==> src/rtl/uart_rx_deserializer_if.sv <==
// Bundle of the serial-side inputs and parallel-side outputs of the UART
// receive deserializer. The slave modport is the deserializer itself; the
// master modport is whatever drives the line and the baud tick and consumes
// the received byte.
interface uart_rx_deserializer_if;
    logic       rx;             // serial line, idles high
    logic       tick16;         // single-cycle enable at OVERSAMPLE x baud
    logic [7:0] dout;           // last accepted data byte, bit0 = first received
    logic       rxp;            // raw parity bit of the last accepted frame
    logic       load;           // one-cycle strobe when dout/rxp update
    logic       framing_error;  // one-cycle strobe on a low stop bit
    logic       busy;           // high whenever a frame is in progress

    modport master (
        output rx,
        output tick16,
        input  dout,
        input  rxp,
        input  load,
        input  framing_error,
        input  busy
    );

    modport slave (
        input  rx,
        input  tick16,
        output dout,
        output rxp,
        output load,
        output framing_error,
        output busy
    );
endinterface

==> src/rtl/uart_rx_deserializer.sv <==
// UART receive deserializer: synchronizes the serial line, finds the start
// edge, samples each bit at mid-bit using the oversampling tick, and presents
// the 8 data bits plus the raw parity bit with a one-cycle load strobe. Only
// framing (start and stop validity) is checked; parity is left to the checker
// downstream.
module uart_rx_deserializer #(
    parameter int OVERSAMPLE = 16   // ticks per bit; even and >= 4
) (
    input  logic                  clk,
    input  logic                  reset,
    uart_rx_deserializer_if.slave bus
);

    localparam int TW = $clog2(OVERSAMPLE);
    // Last tick index of half a bit (mid-start sample) and of a full bit.
    localparam logic [TW-1:0] HALF_LAST = TW'(OVERSAMPLE / 2 - 1);
    localparam logic [TW-1:0] FULL_LAST = TW'(OVERSAMPLE - 1);

    typedef enum logic [2:0] {
        IDLE   = 3'd0,
        START  = 3'd1,
        DATA   = 3'd2,
        PARITY = 3'd3,
        STOP   = 3'd4
    } state_t;

    // Line synchronizer and edge-detect history; all idle high.
    logic rx_meta_q;
    logic rx_s_q;
    logic rx_prev_q;
    logic rx_fall;

    state_t        state_q, state_d;
    logic [TW-1:0] tick_q,  tick_d;
    logic [2:0]    bit_q,   bit_d;
    logic [7:0]    shreg_q, shreg_d;
    logic          par_q,   par_d;
    logic [7:0]    dout_q,  dout_d;
    logic          rxp_q,   rxp_d;
    logic          load_q,  load_d;
    logic          ferr_q,  ferr_d;

    // Two-flop synchronizer plus one delayed copy for falling-edge detection.
    always_ff @(posedge clk or posedge reset) begin
        if (reset) begin
            rx_meta_q <= 1'b1;
            rx_s_q    <= 1'b1;
            rx_prev_q <= 1'b1;
        end else begin
            rx_meta_q <= bus.rx;
            rx_s_q    <= rx_meta_q;
            rx_prev_q <= rx_s_q;
        end
    end

    assign rx_fall = rx_prev_q & ~rx_s_q;

    // State, counters, shift register and output registers.
    always_ff @(posedge clk or posedge reset) begin
        if (reset) begin
            state_q <= IDLE;
            tick_q  <= '0;
            bit_q   <= '0;
            shreg_q <= '0;
            par_q   <= 1'b0;
            dout_q  <= '0;
            rxp_q   <= 1'b0;
            load_q  <= 1'b0;
            ferr_q  <= 1'b0;
        end else begin
            state_q <= state_d;
            tick_q  <= tick_d;
            bit_q   <= bit_d;
            shreg_q <= shreg_d;
            par_q   <= par_d;
            dout_q  <= dout_d;
            rxp_q   <= rxp_d;
            load_q  <= load_d;
            ferr_q  <= ferr_d;
        end
    end

    // Next-state and sampling decisions; only IDLE reacts without a tick.
    always_comb begin
        state_d = state_q;
        tick_d  = tick_q;
        bit_d   = bit_q;
        shreg_d = shreg_q;
        par_d   = par_q;
        dout_d  = dout_q;
        rxp_d   = rxp_q;
        load_d  = 1'b0;
        ferr_d  = 1'b0;

        case (state_q)
            IDLE: begin
                // Only a fresh falling edge arms a frame, so a held-low
                // break line never produces repeated frames.
                if (rx_fall) begin
                    state_d = START;
                    tick_d  = '0;
                end
            end

            START: begin
                if (bus.tick16) begin
                    if (tick_q == HALF_LAST) begin
                        if (!rx_s_q) begin
                            state_d = DATA;
                            tick_d  = '0;
                            bit_d   = '0;
                        end else begin
                            // Line back high at mid-start: treat as noise.
                            state_d = IDLE;
                        end
                    end else begin
                        tick_d = tick_q + TW'(1);
                    end
                end
            end

            DATA: begin
                if (bus.tick16) begin
                    if (tick_q == FULL_LAST) begin
                        shreg_d = {rx_s_q, shreg_q[7:1]};
                        bit_d   = bit_q + 3'd1;
                        tick_d  = '0;
                        if (bit_q == 3'd7) begin
                            state_d = PARITY;
                        end
                    end else begin
                        tick_d = tick_q + TW'(1);
                    end
                end
            end

            PARITY: begin
                if (bus.tick16) begin
                    if (tick_q == FULL_LAST) begin
                        par_d   = rx_s_q;
                        tick_d  = '0;
                        state_d = STOP;
                    end else begin
                        tick_d = tick_q + TW'(1);
                    end
                end
            end

            STOP: begin
                if (bus.tick16) begin
                    if (tick_q == FULL_LAST) begin
                        tick_d  = '0;
                        state_d = IDLE;
                        if (rx_s_q) begin
                            dout_d = shreg_q;
                            rxp_d  = par_q;
                            load_d = 1'b1;
                        end else begin
                            // Bad stop bit: keep the previous byte visible.
                            ferr_d = 1'b1;
                        end
                    end else begin
                        tick_d = tick_q + TW'(1);
                    end
                end
            end

            default: begin
                state_d = IDLE;
                tick_d  = '0;
            end
        endcase
    end

    assign bus.dout          = dout_q;
    assign bus.rxp           = rxp_q;
    assign bus.load          = load_q;
    assign bus.framing_error = ferr_q;
    assign bus.busy          = (state_q != IDLE);

endmodule
==> src/flat_wrapper.sv <==
// flat-port wrapper written by rule: the top's interface ports become plain ports
module uart_rx_deserializer_flat 
#(
    parameter int OVERSAMPLE = 16                                  
)
  (clk, reset, bus_rx, bus_tick16, bus_dout, bus_rxp, bus_load, bus_framing_error, bus_busy);
  uart_rx_deserializer_if bus_i ();
  input  logic clk;
  input  logic reset;
  input wire logic [$bits(bus_i.rx)-1:0] bus_rx;
  input wire logic [$bits(bus_i.tick16)-1:0] bus_tick16;
  output wire logic [$bits(bus_i.dout)-1:0] bus_dout;
  output wire logic [$bits(bus_i.rxp)-1:0] bus_rxp;
  output wire logic [$bits(bus_i.load)-1:0] bus_load;
  output wire logic [$bits(bus_i.framing_error)-1:0] bus_framing_error;
  output wire logic [$bits(bus_i.busy)-1:0] bus_busy;
  assign bus_i.rx = bus_rx;
  assign bus_i.tick16 = bus_tick16;
  assign bus_dout = bus_i.dout;
  assign bus_rxp = bus_i.rxp;
  assign bus_load = bus_i.load;
  assign bus_framing_error = bus_i.framing_error;
  assign bus_busy = bus_i.busy;
  uart_rx_deserializer #(.OVERSAMPLE(OVERSAMPLE)) u_core (.clk(clk), .reset(reset), .bus(bus_i));
endmodule
==> config.mk <==
export PLATFORM = sky130hd
export DESIGN_NAME = uart_rx_deserializer_flat
export DESIGN_NICKNAME = d
export VERILOG_FILES = /design/src/rtl/uart_rx_deserializer_if.sv /design/src/rtl/uart_rx_deserializer.sv /design/src/flat_wrapper.sv
export SDC_FILE = /design/constraint.sdc
export NUM_CORES = 1
export LEC_CHECK = 0
export ABC_CLOCK_PERIOD_IN_PS = 2500
export CORE_UTILIZATION = 30
export DETAILED_ROUTE_END_ITERATION = 12
export GPL_TIMING_DRIVEN = 0
export PLACE_DENSITY = 0.52
export SETUP_SLACK_MARGIN = 0.05
export SLEW_MARGIN = 10
export SYNTH_ARGS = -nofsm -noshare
export SYNTH_HDL_FRONTEND = slang
export SYNTH_SLANG_ARGS = --single-unit
==> constraint.sdc <==
create_clock -name clk -period 2.5 [get_ports clk]
set_clock_uncertainty 0.2 [all_clocks]
set_input_delay 0.5 -clock clk [delete_from_list [all_inputs] [get_ports clk]]
set_output_delay 0.5 -clock clk [all_outputs]
set_load 0.005 [all_outputs]
; Word-level counts from Yosys, hierarchy flattened
; Cells that the tools add are included.
[word_totals]
word_cells = 79
in_bits = 4
reg_bits = 33
mem_bits_rw = 0
latch_bits = 0
rom_bits = 0
output_inout_bits = 12
mem_count = 0
[classes]
n_addsub = 2
div = 0
bitwise_logic = 2
n_reduce_logical = 10
shift = 0
eq_ne = 20
muxes = 33
order_cmp = 0
n_mul = 0
[ops]
columns = op, n
row1 = 3-bit two-way mux, 15
row2 = 4-bit two-way mux, 6
row3 = 3-bit case mux with 5 select lines, 1
row4 = 2-bit by 1-bit != test with 1-bit output (second input constant), 7
row5 = 4-bit case mux with 3 select lines, 1
row6 = 2-bit != test (second input constant), 5
row7 = 10-bit AND reduction, 1
row8 = 1-bit two-way mux, 8
row9 = 4-bit AND reduction, 2
row10 = 3-bit by 2-bit == test with 1-bit output (second input constant), 2
row11 = 3-bit == test (second input constant), 2
row12 = 3-bit case mux with 2 select lines, 1
row13 = 3-bit AND reduction, 2
row14 = 6-bit AND reduction, 1
row15 = 4-bit by 1-bit adder with 4-bit output (second input constant), 1
row16 = 4-bit by 3-bit == test with 1-bit output (second input constant), 1
row17 = 4-bit == test (second input constant), 1
row18 = 3-bit by 1-bit adder with 3-bit output (second input constant), 1
row19 = 3-bit by 1-bit == test with 1-bit output (second input constant), 1
row20 = 3-bit logical NOT, 1
row21 = 3-bit != test (second input constant), 1
row22 = 3-bit nonzero test, 1
row23 = 3-bit OR reduction, 1
row24 = 2-bit two-way mux, 1
row25 = other kinds (3), 3

; Logic depth before layout (Yosys ltp)
[depth]
depth_word = 5
mapped_depth = 7

; Worst setup path after synthesis
; OpenSTA, ideal clock, no wires.
[synth_path]
kind = reg-to-reg
from = register u_core.state_q[2]
to = register u_core.tick_q[0]
synth_period_minus_slack_ns = 1.946
stages_incl_launch_ff = 7
required_ns = 2.175
t_arrival_ns = 1.621
path_slack_ns = 0.554
path_buffers = 1
setup_ns = 0.125
cell_sequence = dfrtp_1 buf_6 or2_4 or4_4 o21ai_4 nor2_2 mux2_2
[synth_via]
elab_chain_cells = 4
[synth_rtl]
columns = element, line_no
row1 = from (decl), uart_rx_deserializer.sv:33  ; state_t state_q, state_d;
row2 = from (signal assigned), uart_rx_deserializer.sv:71  ; state_q <= state_d;
row3 = 3-bit by 2-bit == test with 1-bit output / 3-bit == test (equally long branches), uart_rx_deserializer.sv:95  ; case (state_q)
row4 = 3-bit OR reduction (no source line), n/a
row5 = 2-bit by 1-bit != test with 1-bit output (no source line), n/a
row6 = 4-bit AND reduction (no source line), n/a
row7 = to (signal assigned), uart_rx_deserializer.sv:72  ; tick_q <= tick_d;
row8 = to (decl), uart_rx_deserializer.sv:34  ; logic [TW-1:0] tick_q, tick_d;
; Parallel ways exist; a longest one is shown, timed or not.
; A chain may end at the register's enable or synchronous reset.

; Worst setup path after layout
[layout_path]
from = register u_core.state_q[1]
to = output port bus_busy
[layout_via]
elab_chain_cells = 1
[layout_rtl]
columns = element, line_no
row1 = 3-bit nonzero test, uart_rx_deserializer.sv:179  ; assign bus.busy = (state_q != IDLE);
row2 = to (decl), flat_wrapper.sv:16  ; output wire logic [$bits(bus_i.busy)-1:0] bus_busy;
; No other way between the ends.

==> results by group <==
Route
  – Antenna-violating nets left: 0
  – First-pass iteration count of the detailed router: 4
  – WL per Instance: 13.8 um
  – Via Count: 1,031
  – Post-detailed-route DRC marker count: 0
  – Starting DRC count in detailed routing: 62
  – Detailed-route wire length: 2.96 mm
  – Vias per Instance: 4.82

Clock tree
  – CTS tree: done
  – Number of H-tree branching levels: 2
  – Cell at the root of the clock tree: sky130_fd_sc_hd__clkbuf_8
  – Clock sink count: 33
  – CTS Buffer Depth: 2
  – Insertion delay to the later sink of the worst-skew pair: 280 ps
  – Number of buffers inserted by post-CTS setup repair: 0
  – Count of hold-fix buffers inserted at cts: 0
  – CTS clk-pin slew, worst paths: 70 ps
  – Total clock buffers created by CTS: 5

Worst setup path
  – Critical Path End Type: output pin
  – Required time of the critical path: 1800 ps
  – Crit-path max FO: 10
  – Critical path, cell by cell: buf_2, nor3_2, inv_1, clkdlybuf4s50_1
  – Depth of the worst register-to-register path: 6
  – Reg-to-reg endpoint: u_core.par_q$_DFFE_PP0P_
  – Slowest stage delay, CP: 440 ps
  – Buffers plus inverters on the worst setup path: 3
  – Worst r2r src: u_core.state_q[1]$_DFFE_PP0P_
  – Delay-heaviest family, CP: buffers and inverters
  – Depth of the critical timing path with buffers and inverters included: 4
  – Library cell contributing the largest single delay on the critical path: sky130_fd_sc_hd__clkdlybuf4s50_1
  – Category of the worst setup path launch point: register
  – Arr. time, crit path: 1560 ps
  – R2R Setup Slk: 290 ps
  – Category of the most critical setup path: register to output pin

Logic synthesis
  – #FFs+latches synth: 33
  – Synth Area per Inst: 12.6 sq um
  – Dominant cells by area after synthesis: sky130_fd_sc_hd__dfrtp_1, sky130_fd_sc_hd__mux2_2, sky130_fd_sc_hd__dfstp_2, sky130_fd_sc_hd__ha_1, sky130_fd_sc_hd__inv_1
  – Netlist area before placement: 1560 sq um
  – Synth Flop Type: sky130_fd_sc_hd__dfrtp_1
  – Cell type contributing the most total cell area after synthesis: sky130_fd_sc_hd__dfrtp_1
  – Synthesized netlist net count: 131
  – Post-synth top area share: 48.2%
  – Portion of the post-synthesis area used by sequential elements: 53.3%
  – Number of flops mapped to enable cells by yosys: 0
  – Count of yosys warnings during synthesis: 0
  – Unique masters post-synth: 39
  – Mapped Cells: 124
  – Fraction of synthesis flops using an asynchronous set or reset pin: 100%

Floorplanning
  – Die X: 74.0 um
  – Die Area: 5480 sq um
  – Initial Util: 32.1%
  – Number of top-level design ports: 16
  – Core area: 4850 sq um
  – Number of cell rows: 25
  – DIE HEIGHT: 74.0 um

Place
  – Setup slack at placement: 17.4 ps
  – Detailed Place HPWL: 1.97 mm
  – Placer's final routability congestion estimate: 0.723
  – Cell Count Post-Placement: 206
  – Input/output buffers: 15

Timing
  – Max-slew violations: 0
  – Total negative slack: 0 ps
  – Final count of negative-setup-slack endpoints: 0
  – Max_slew headroom: 54.0%
  – F_max: 443 MHz
  – Final Hold Violating Endpoints: 0
  – Share of the clock period used by the worst path after layout: 90.3%
  – Post-route setup slack: 242 ps
  – RSZ-0062 raised after global routing: false
  – Slew of the pin with the lowest slew margin: 688 ps
  – Final critical-path required period: 2260 ps

Layout
  – Fraction of final layout cells sized beyond drive strength 1: 33.3%
  – # diodes: 0
  – Area of the multi-input gates: 656 sq um
  – Area occupied by registers: 830 sq um
  – Count of nets after finishing: 153
  – Fin util: 38.8%
  – Final standard cell count with taps included and fillers excluded: 214
  – Fill cell count: 488
  – Layout overhead on the synthesized area: 20.9%

Worst hold path
  – Hold WC Path Type: register to register
  – Hold Crit Endpoint: u_core.rx_s_q$_DFF_PP1_
  – Worst Hold Depth: 0
  – Hold path start: u_core.rx_meta_q$_DFF_PP1_

Run
  – Maximum Capacitance Violations: 0

Power and ir drop
  – P per Cell Area: 831 nW/um^2
  – Leak pwr: 0.867 nW
  – Peak supply drop: 315 uV

Global route
  – Largest net degree at the start of global routing: 34
  – Tot GR Track Use: 12.9%
  – Antenna violations before repair: 0
  – Total grt overflow: 0
  – First-pass GRT wire length: 5.20 mm
  – Vias in the first global route: 1,080

Outcome
  – Status: completed
synth_stat cells, drive strengths merged, types with 3 or more instances:
library cell / number
nand2: 5
dfstp: 3
mux2i: 3
ha: 3
buf: 6
a31oi: 3
nor2: 7
inv: 9
dfrtp: 30
a21oi: 3
mux2: 19
nor3: 4
routing by layer:
layer | up-vias | GRT usage [%] | wire (um)
met2 | 23 | 18.8 | 1340
met5 | - | 0 | 0
met3 | 4 | 4.61 | 133
met1 | 515 | 16.5 | 1440
met4 | 0 | 7.48 | 42
li1 | 489 | - | -
logic make-up (layout without fill, tap and decap cells):
| group | Yosys count | in the layout | synth area share [%] |
|---|---|---|---|
| compound gates | 17 | 17 | 9.97 |
| fa+ha+maj | 3 | 3 | 2.41 |
| buf+inv | 15 | 38 | 4.90 |
| flops | 33 | 33 | 53.3 |
| mux | 22 | 22 | 15.7 |
| simple gates | 34 | 34 | 13.7 |
worst register-to-register path, cell delays in order (launching register included):
cell and delay, ps:
sky130_fd_sc_hd__dfrtp_1 410, sky130_fd_sc_hd__buf_2 200, sky130_fd_sc_hd__nor2_1 220, sky130_fd_sc_hd__nor2_1 130, sky130_fd_sc_hd__a311oi_2 460, sky130_fd_sc_hd__nor3_1 170
sky130_fd_sc_hd__mux2_2 300
flip-flops by register name (all words and copies together), names as in the netlist:
| register | flops |
|---|---|
| u_core.rx_s_q | 1 |
| u_core.tick_q | 4 |
| u_core.bus.load | 1 |
| u_core.bus.framing_error | 1 |
| u_core.bit_q | 3 |
| u_core.bus.rxp | 1 |
| u_core.rx_prev_q | 1 |
| u_core.rx_meta_q | 1 |
| u_core.par_q | 1 |
| u_core.bus.dout | 8 |
| u_core.state_q | 3 |
| u_core.shreg_q | 8 |
worst max path at each step:
stage,end,slack [ps],from
after CTS,bus_busy,160,u_core.state_q[1]$_DFFE_PP0P_
after global routing,bus_busy,120,u_core.state_q[1]$_DFFE_PP0P_
final,bus_busy,240,u_core.state_q[1]$_DFFE_PP0P_
after detailed placement,u_core.bus.dout[1]$_DFFE_PP0P_,20,bus_tick16
after global placement,u_core.bus.dout[0]$_DFFE_PP0P_,50,bus_tick16
after floorplan,u_core.tick_q[0]$_DFFE_PP0P_,550,u_core.state_q[2]$_DFFE_PP0P_
where the power goes:
| group | total [mW] | switching [mW] | internal, mW |
|---|---|---|---|
| registers | 0.679 | 0.0594 | 0.620 |
| clock network | 0.384 | 0.192 | 0.192 |
| logic | 0.500 | 0.277 | 0.223 |
| total | 1.56 | 0.528 | 1.03 |
final cells by class:
cell class	instances	share of cell area, %
Tap cell	67	4.45
Sequential cell	33	44.1
Multi-Input combinational cell	76	34.8
Clock buffer	5	3.66
Timing Repair Buffer	15	7.98
Clock inverter	3	0.931
Buffer	6	2.26
Inverter	9	1.80
cells in the final DEF (no fill, tap or decap), types with 2 or more instances in the layout:
master,n
sky130_fd_sc_hd__dfrtp_1,30
sky130_fd_sc_hd__mux2_2,19
sky130_fd_sc_hd__clkdlybuf4s50_1,15
sky130_fd_sc_hd__inv_1,8
sky130_fd_sc_hd__nor2_1,6
sky130_fd_sc_hd__nand2_1,5
sky130_fd_sc_hd__clkbuf_8,5
sky130_fd_sc_hd__buf_2,4
sky130_fd_sc_hd__a21oi_1,3
sky130_fd_sc_hd__nor3_1,3
sky130_fd_sc_hd__mux2i_1,3
sky130_fd_sc_hd__ha_1,3
sky130_fd_sc_hd__dfstp_2,3
sky130_fd_sc_hd__buf_6,2
sky130_fd_sc_hd__and2_1,2
sky130_fd_sc_hd__nand3b_1,2
sky130_fd_sc_hd__nand3_1,2
sky130_fd_sc_hd__nor2b_1,2
sky130_fd_sc_hd__a31oi_1,2
sky130_fd_sc_hd__a22o_1,2
sky130_fd_sc_hd__clkinv_2,2
metrics by stage:
stage                     instance area [sq um]  power [mW]  hold WS, ps
after floorplan                            1560        1.07          145
after global placement                     1790        1.16          146
after global routing                       1880        1.69          166
after detailed placement                   1790        1.18          149
after CTS                                  1880        1.58          159
final                                      1880        1.56          157
timing repair:
item,4_1_cts,5_1_grt
endpoints found under the setup margin,0,1
hold endpoints to repair,0,0
resized for setup,0,1
Note: power is estimated with default switching activity, not from simulation.
